==> src/rtl/sccb_pkg.sv <==
// sccb_pkg: shared state encoding and camera address for the SCCB write arbiter
package sccb_pkg;
    typedef enum logic [2:0] {IDLE, START, SLV_ADDR, REG_ADDR, REG_DATA, DONE} state_e;
    localparam logic [7:0] OV7670_WR_ADDR = 8'h42;
endpackage

==> src/rtl/rr_arbiter.sv <==
// rr_arbiter: round-robin winner search starting at a rotating pointer
module rr_arbiter #(
    parameter int NUM_REQ = 2,
    localparam int IW = $clog2(NUM_REQ)
) (
    input  logic               clk,
    input  logic               reset,
    input  logic [NUM_REQ-1:0] req,
    input  logic               accept,
    output logic [NUM_REQ-1:0] gnt_onehot,
    output logic [IW-1:0]      gnt_idx,
    output logic               gnt_any
);
    logic [IW-1:0] r_ptr;
    logic [IW-1:0] w_idx;

    // scan from the pointer downwards in priority so the nearest requester wins last
    always_comb begin
        w_idx   = '0;
        gnt_idx = '0;
        gnt_any = 1'b0;
        for (int k = NUM_REQ - 1; k >= 0; k--) begin
            w_idx = IW'((int'(r_ptr) + k) % NUM_REQ);
            if (req[w_idx]) begin
                gnt_idx = w_idx;
                gnt_any = 1'b1;
            end
        end
        gnt_onehot = gnt_any ? NUM_REQ'(1) << gnt_idx : '0;
    end

    // pointer moves just past the winner, only when a grant is taken
    always_ff @(posedge clk) begin
        if (reset)
            r_ptr <= '0;
        else if (accept)
            r_ptr <= (gnt_idx == IW'(NUM_REQ - 1)) ? '0 : gnt_idx + IW'(1);
    end
endmodule

==> src/rtl/sccb_write_arbiter.sv <==
// sccb_write_arbiter: shares one byte-level I2C master among SCCB register writers
// Optional byte watchdog enabled by defining SCCB_ARB_TIMEOUT_EN.
module sccb_write_arbiter
    import sccb_pkg::*;
#(
    parameter int          NUM_REQ        = 2,
    parameter logic [7:0]  SLV_ADDR       = OV7670_WR_ADDR,
    parameter int          TIMEOUT_CYCLES = 2_000_000,
    localparam int         IW             = $clog2(NUM_REQ)
) (
    input  logic                 clk,
    input  logic                 reset,
    input  logic [NUM_REQ-1:0]   req_valid,
    output logic [NUM_REQ-1:0]   req_ready,
    input  logic [8*NUM_REQ-1:0] req_reg_addr,
    input  logic [8*NUM_REQ-1:0] req_reg_data,
    output logic                 rsp_valid,
    output logic [IW-1:0]        rsp_id,
    output logic                 rsp_err,
    output logic                 busy,
    output logic                 I2C_en,
    output logic                 I2C_start,
    output logic                 I2C_stop,
    output logic [7:0]           tx_data,
    input  logic                 tx_done,
    input  logic                 ack_error
);
    if (NUM_REQ < 2 || NUM_REQ > 4 || TIMEOUT_CYCLES < 2) begin : g_bad_cfg
        $error("sccb_write_arbiter: unsupported NUM_REQ or TIMEOUT_CYCLES");
    end

    state_e             r_state;
    logic [IW-1:0]      r_gnt_id;
    logic [7:0]         r_reg_addr;
    logic [7:0]         r_reg_data;
    logic [NUM_REQ-1:0] w_gnt_onehot;
    logic [IW-1:0]      w_gnt_idx;
    logic               w_gnt_any;
    logic               w_accept;
    logic               w_byte;
    logic               w_timeout;
    logic               w_fail;

    assign w_accept  = (r_state == IDLE) && w_gnt_any;
    assign req_ready = w_accept ? w_gnt_onehot : '0;
    assign w_byte    = (r_state == sccb_pkg::SLV_ADDR) || (r_state == REG_ADDR) || (r_state == REG_DATA);
    assign w_fail    = w_byte && (ack_error || w_timeout);

    rr_arbiter #(.NUM_REQ(NUM_REQ)) u_rr (
        .clk        (clk),
        .reset      (reset),
        .req        (req_valid),
        .accept     (w_accept),
        .gnt_onehot (w_gnt_onehot),
        .gnt_idx    (w_gnt_idx),
        .gnt_any    (w_gnt_any)
    );

`ifdef SCCB_ARB_TIMEOUT_EN
    logic [31:0] r_wdog;

    assign w_timeout = (r_wdog == 32'(TIMEOUT_CYCLES - 1));

    // byte watchdog restarts outside byte states and whenever a byte state is left
    always_ff @(posedge clk) begin
        if (reset || !w_byte || w_fail || tx_done)
            r_wdog <= '0;
        else
            r_wdog <= r_wdog + 32'd1;
    end
`else
    assign w_timeout = 1'b0;
`endif

    // transaction sequencer; outputs are loaded on entry to each state
    always_ff @(posedge clk) begin
        if (reset) begin
            r_state    <= IDLE;
            r_gnt_id   <= '0;
            r_reg_addr <= '0;
            r_reg_data <= '0;
            rsp_valid  <= 1'b0;
            rsp_id     <= '0;
            rsp_err    <= 1'b0;
            busy       <= 1'b0;
            I2C_en     <= 1'b0;
            I2C_start  <= 1'b0;
            I2C_stop   <= 1'b0;
            tx_data    <= 8'h00;
        end else begin
            rsp_valid <= 1'b0;
            case (r_state)
                IDLE: if (w_accept) begin
                    r_state    <= START;
                    r_gnt_id   <= w_gnt_idx;
                    r_reg_addr <= req_reg_addr[w_gnt_idx*8 +: 8];
                    r_reg_data <= req_reg_data[w_gnt_idx*8 +: 8];
                    busy       <= 1'b1;
                    I2C_en     <= 1'b1;
                    I2C_start  <= 1'b1;
                    tx_data    <= SLV_ADDR;
                end
                START: begin
                    r_state   <= sccb_pkg::SLV_ADDR;
                    I2C_start <= 1'b0;
                end
                sccb_pkg::SLV_ADDR: if (tx_done) begin
                    r_state <= REG_ADDR;
                    tx_data <= r_reg_addr;
                end
                REG_ADDR: if (tx_done) begin
                    r_state  <= REG_DATA;
                    tx_data  <= r_reg_data;
                    I2C_stop <= 1'b1;
                end
                DONE: begin
                    r_state <= IDLE;
                    busy    <= 1'b0;
                    rsp_id  <= '0;
                    rsp_err <= 1'b0;
                end
                default: r_state <= r_state;
            endcase
            // error beats tx_done; the last byte or any failure closes the transaction
            if (w_fail || (r_state == REG_DATA && tx_done)) begin
                r_state   <= DONE;
                rsp_valid <= 1'b1;
                rsp_id    <= r_gnt_id;
                rsp_err   <= w_fail;
                I2C_en    <= 1'b0;
                I2C_stop  <= 1'b0;
                tx_data   <= 8'h00;
            end
        end
    end
endmodule
==> config.mk <==
export PLATFORM = sky130hd
export DESIGN_NAME = sccb_write_arbiter
export DESIGN_NICKNAME = d
export VERILOG_FILES = /design/src/rtl/sccb_pkg.sv /design/src/rtl/rr_arbiter.sv /design/src/rtl/sccb_write_arbiter.sv
export SDC_FILE = /design/constraint.sdc
export NUM_CORES = 1
export LEC_CHECK = 0
export CAP_MARGIN = 20
export CORE_AREA = 2 2 65 67
export CTS_BUF_LIST = sky130_fd_sc_hd__clkbuf_2
export DETAILED_ROUTE_END_ITERATION = 6
export DIE_AREA = 0 0 67 69
export PLACE_DENSITY = 0.81
export REMOVE_ABC_BUFFERS = 1
export SYNTH_ARGS = -nofsm -noshare
export SYNTH_HDL_FRONTEND = slang
export SYNTH_HIERARCHICAL = 1
export SYNTH_SLANG_ARGS = --single-unit
==> constraint.sdc <==
create_clock -name clk -period 2.9 [get_ports clk]
set_input_delay 0.87 -clock clk [delete_from_list [all_inputs] [get_ports clk]]
set_output_delay 0.87 -clock clk [all_outputs]
set_load 0.02 [all_outputs]
* Word level (Yosys, flattened, before mapping)
Index checks and enable logic that the tools add are counted.
Storage, ports and cells: register bits after elaboration 36, bits of input ports 38, output and inout bits 17, logic and storage cells 80
Cells by class: add/sub/neg operators 2, $lt $le $gt $ge 2, equal/unequal tests 11, shift-type cells 3, muxes and demuxes 27, reduce and logical (&&, ||, !) cells 21
Operator list (number):
- 16-bit by 5-bit variable part select with 8-bit output | 2
- 8-bit two-way mux | 3
- 8-bit case mux with 3 select lines | 1
- 3-bit case mux with 5 select lines | 1
- 1-bit two-way mux | 14
- 3-bit two-way mux | 4
- 4-bit AND reduction | 3
- 3-bit by 2-bit inequality test with 1-bit output, second input constant | 3
- 2-bit AND reduction | 4
- 3-bit by 2-bit equality test with 1-bit output, second input constant | 2
- 3-bit equality test, second input constant | 2
- 2-bit inequality test, second input constant | 3
- 2-bit nonzero test | 3
- 6-bit nonzero test | 1
- 5-bit nonzero test | 1
- 1-bit by 2-bit less-than comparator with 1-bit output, second input constant | 2
- 2-bit two-way mux | 2
- 1-bit case mux with 2 select lines | 2
- 3-bit by 1-bit equality test with 1-bit output, second input constant | 1
- 1-bit logical AND | 3
- 3-bit zero test | 1
- 1-bit logical OR | 3
- 3-bit nonzero test | 1
- 1-bit adder, second input constant | 2
- 2 further kinds | 2

* Depth between registers and ports, before layout
depth after elaboration 9, depth in mapped cells 8, mapped depth without buffers 5

* Cells and area by module
The synthesis kept the hierarchy.
By module, submodules not included:
- sccb_write_arbiter | times used 1, cells each 179, area an instance 1741.7 um^2, sequential area each 700.7 um^2
- rr_arbiter | times used 1, cells each 8, area an instance 81.3 um^2, sequential area each 20.0 um^2

* Least setup slack after synthesis
OpenSTA, ideal clock, no wires.
kind in2out, start in req_valid[1], end out req_ready[0], arrival 2.027 ns, data required time 2.030 ns, path slack 0.003 ns, stages 6, buffers on the path 2, cell sequence or2_2 -> or4b_4 -> buf_6 -> inv_6 -> buf_4 -> and2_1
Between the ends: longest elaborated chain between the ends 7, elaborated cells between the ends (all ways) 12, those cells by class shift (1); mux (10); reduce/logical (1)
RTL lines:
- start: declaration | line sccb_write_arbiter.sv:13 | input logic [NUM_REQ-1:0] req_valid,
- 1-bit two-way mux (implied by the code) (2 in a row) | line rr_arbiter.sv:24 | if (req[w_idx]) begin
- 1-bit two-way mux (2 in a row) | line rr_arbiter.sv:24
- 1-bit by 1-bit left shift with 2-bit output | line rr_arbiter.sv:29 | gnt_onehot = gnt_any ? NUM_REQ'(1) << gnt_idx : '0;
- 2-bit two-way mux | line rr_arbiter.sv:29
- 2-bit two-way mux * | line sccb_write_arbiter.sv:45 | assign req_ready = w_accept ? w_gnt_onehot : '0;
- end: declaration | line sccb_write_arbiter.sv:14 | output logic [NUM_REQ-1:0] req_ready,
Mark *: on every way between the ends. The rest lies on a longest branch, timed or not. The select of a mux whose other input is x is not followed.

* Worst setup path after layout
start in req_valid[1], end out req_ready[1]
Between the ends: elaborated cells between the ends (all ways) 12, those cells by class shift (1); mux (10); reduce/logical (1)
RTL lines:
- 1-bit two-way mux (implied by the code) (2 in a row) | line rr_arbiter.sv:24
- 1-bit two-way mux | line rr_arbiter.sv:24
- 1-bit two-way mux * | line rr_arbiter.sv:24
- named net w_gnt_any | line sccb_write_arbiter.sv:38 | logic w_gnt_any;
- 2-bit two-way mux or 1-bit logical AND (tied branches) | line rr_arbiter.sv:29, sccb_write_arbiter.sv:44
- 2-bit two-way mux * | line sccb_write_arbiter.sv:45
The timed path passes the listed nets; every way through them passes the cells marked *. The select of a mux whose other input is x is not followed.

==> flow_summary.toml <==
[timing]
skew_ps = 7.494
slew_headroom_pct = 68.60
slew_violations = 0
max_slew.worst_pin.slew_ps = 471.0
max_freq_ghz = 0.3522
hold_violations = 0
finalCritPeriodShare_pct = 97.91
min_period_ps = 2839
rsz0062_at_grt = "no"
setup_violations = 0

[synthesis]
synth-edff-count = 0
synth.area.mux_share_pct = 13.59
postSynth.asyncResetShare_pct = 0
synthTopCellsByArea = "dfxtp_1, a211oi_2, mux2i_1, nor2_1, a21oi_1"
yosysMostFrequentCell = "dfxtp_1"
synth.top_cell.area_share_pct = 39.53
synth-compound-area-share_pct = 22.44
ys_types = 40
synth_top_area_cell = "dfxtp_1"
syn_area_per_cell_sq_um = 9.749
synth_xor_area_share_pct = 0
synth_top_family_by_area = "compound AO/OA/AOI/OAI gates"
synthTopCellsByCount = "dfxtp_1, nor2_1, a211oi_2, mux2i_1, a21oi_1"
netlist_area_sq_um = 1823
yosysWarnings = 6
syn-instance-count = 187
synth_ff_type = "dfxtp_1"
synth-simple-area-share_pct = 16.68
synthAdderAreaFrac_pct = 0.5491
ys_seq_area_share_pct = 39.53
synth_seq_cells = 36

[cts]
cts_root_buf = "clkbuf_2"
cts_tree = "yes"
numCtsBuffers = 5
h-tree-depth = 2
clockBufferDepth = 2
clock_latency_ps = 370
holdBufCountCts = 0
cts.clk_slew.worst_paths_ps = 170
clkSinkCount = 36

[placed_design]
io_buffers = 54
gp_congestion = 0.7579
dp_hpwl_mm = 2.731
dp.cells = 288
dpl_cell_area_sq_um = 2425

[route]
ant_nets = 0
vias = 1527
firstDrtPassIters = 4
post_drt_via_cell_ratio = 5.141
drtIter0Drc = 71
drcViolationCount = 0
wl_per_cell_microns = 12.76
routed_wl_mm = 3.790

[run]
maxCapViolCount = 0

[floorplanning]
fp-row-count = 23
die_w_microns = 67
io_pins = 55
dieArea_sq_um = 4623
core_area_sq_um = 3914
die_h_microns = 69
start_util_pct = 46.58

[pwr]
max-vdd-ir-drop_uv = 469.8
fin_total_pwr_uw = 1421
powerDensity_nw_per_um2 = 566.8
leakage_uw = 0.0009311

[worst_setup_path]
path_cells = "clkdlybuf4s15_1 -> or2_4 -> or4b_4 -> inv_6 -> and2_4 -> buf_6"
endpoint_kind = "output port"
required_ps = 2030
crit_path_top_delay_cell = "or4b_4"
worstPathMaxFanout = 3
cp.arrival_ps = 1970
max_stage_delay_ps = 490
start_kind = "input port"
worst-path-buf-inv = 3
critPathTopFamily = "simple AND/OR/NAND/NOR gates"
crit_type = "input port to output port"

[run_status]
status = "complete, no violations"

[final_layout]
seq_area_sq_um = 720.7
antenna_cells = 0
multi_input_area_sq_um = 985.9
drive_gt1_share_pct = 23.89
fin_util_pct = 64.07
areaGrowthSynthToFinish_pct = 37.54
final_area_sq_um = 2507
nNetsFinal = 284
nFillCells = 365
instances_no_fill = 297

[global_routing]
grt_pass1_vias = 1530
grt_usage_pct = 17.81
grt_pass1_wl_mm = 6.520
antenna_found_initial = 0
grt_overflow = 0
grt_max_degree = 39

[worst_hold_path]
hold_path_class = "flip-flop to flip-flop"
-- routing by layer --
layer | vias up | track usage, % | routed length [microns]
li1 | 796 | - | -
met3 | 4 | 3.263 | 194
met4 | 0 | 7.483 | 35
met1 | 689 | 21.70 | 1686
met2 | 38 | 30.03 | 1873
met5 | - | 0 | 0
-- layout by cell type, fill, tap and decap left out, types with 2 or more instances in the layout --
| master | synthesis | routed |
|---|---|---|
| buf_4 | 1 | 12 |
| a211oi_2 | 18 | 18 |
| clkdlybuf4s50_1 | 0 | 50 |
| mux2_2 | 6 | 6 |
| a21oi_1 | 14 | 14 |
| nor3_1 | 3 | 3 |
| and2_4 | 0 | 2 |
| nand3_1 | 6 | 6 |
| nand2_1 | 12 | 12 |
| inv_1 | 3 | 3 |
| mux2i_1 | 18 | 18 |
| dfxtp_1 | 36 | 36 |
| nor2_1 | 23 | 23 |
| nand2b_1 | 2 | 2 |
| clkdlybuf4s15_1 | 0 | 2 |
| clkbuf_2 | 0 | 6 |
| o21ai_0 | 4 | 4 |
| nand3b_1 | 3 | 3 |
| and2_2 | 2 | 2 |
| buf_6 | 3 | 2 |
| a211oi_1 | 3 | 3 |
-- repair_timing --
item / in CTS / in global routing
gates resized for setup: 17 / 2
endpoints found under the setup margin: 2 / 2
setup buffers: 1 / 0
pin swaps: 0 / 0
-- stage by stage --
stage / hold slack [ps] / setup WS (ps) / TNS [ps]
after floorplan: 430.5 / 17.20 / 0
after global placement: 451.4 / -682.4 / -1363
after detailed placement: 462.0 / -698.6 / -1397
after CTS: 485.5 / 19.31 / 0
after global routing: 500.1 / 6.858 / 0
final: 482.9 / 60.56 / 0
-- state kept, by name, summed over array words and instances, names as in the netlist, 3 cells and up --
signal / cells
r_reg_addr: 8
r_reg_data: 8
tx_data: 8
r_state: 3
-- tightest hold or removal path: stages, from the launching register on --
cell,delay [ps]
dfxtp_1,350
nand3_1,60
a21oi_1,50
-- kinds of logic after synthesis --
family                   count (synthesis)
AND/OR/NAND/NOR                         60
AO/OA/AOI/OAI                           47
flip-flops                              36
multiplexers                            24
buffers and inverters                   19
adder cells (fa/ha/maj)                  1
-- path summary, 6_finish.rpt --
| kind | from | end | slack [ps] | depth (start not counted) |
|---|---|---|---|---|
| worst max register to register | r_state[2] | u_rr/r_ptr | 1000 | 6 |
| worst min-delay path | tx_data[7] | tx_data[7] | 480 | 2 |
| worst min register to register | tx_data[7] | tx_data[7] | 480 | 2 |
| worst max-delay path | req_valid[1] | req_ready[1] | 60 | 6 |
-- area by class of cell --
cell class / instances / share of cell area, %
Clock inverter: 2 / 1.397
Clock buffer: 6 / 1.198
Inverter: 4 / 0.7984
Tap cell: 50 / 2.495
Timing Repair Buffer: 67 / 26.05
Multi-Input combinational cell: 132 / 39.32
Sequential cell: 36 / 28.74
-- power breakdown --
| group | total [uW] | leakage (uW) | internal, uW | switching (uW) |
|---|---|---|---|---|
| clock | 309 | 0.0000430 | 149 | 160 |
| sequential | 605 | 0.000297 | 567 | 38.5 |
| combinational | 507 | 0.000591 | 251 | 256 |
No activity file was read; power rests on OpenSTA's default activity.
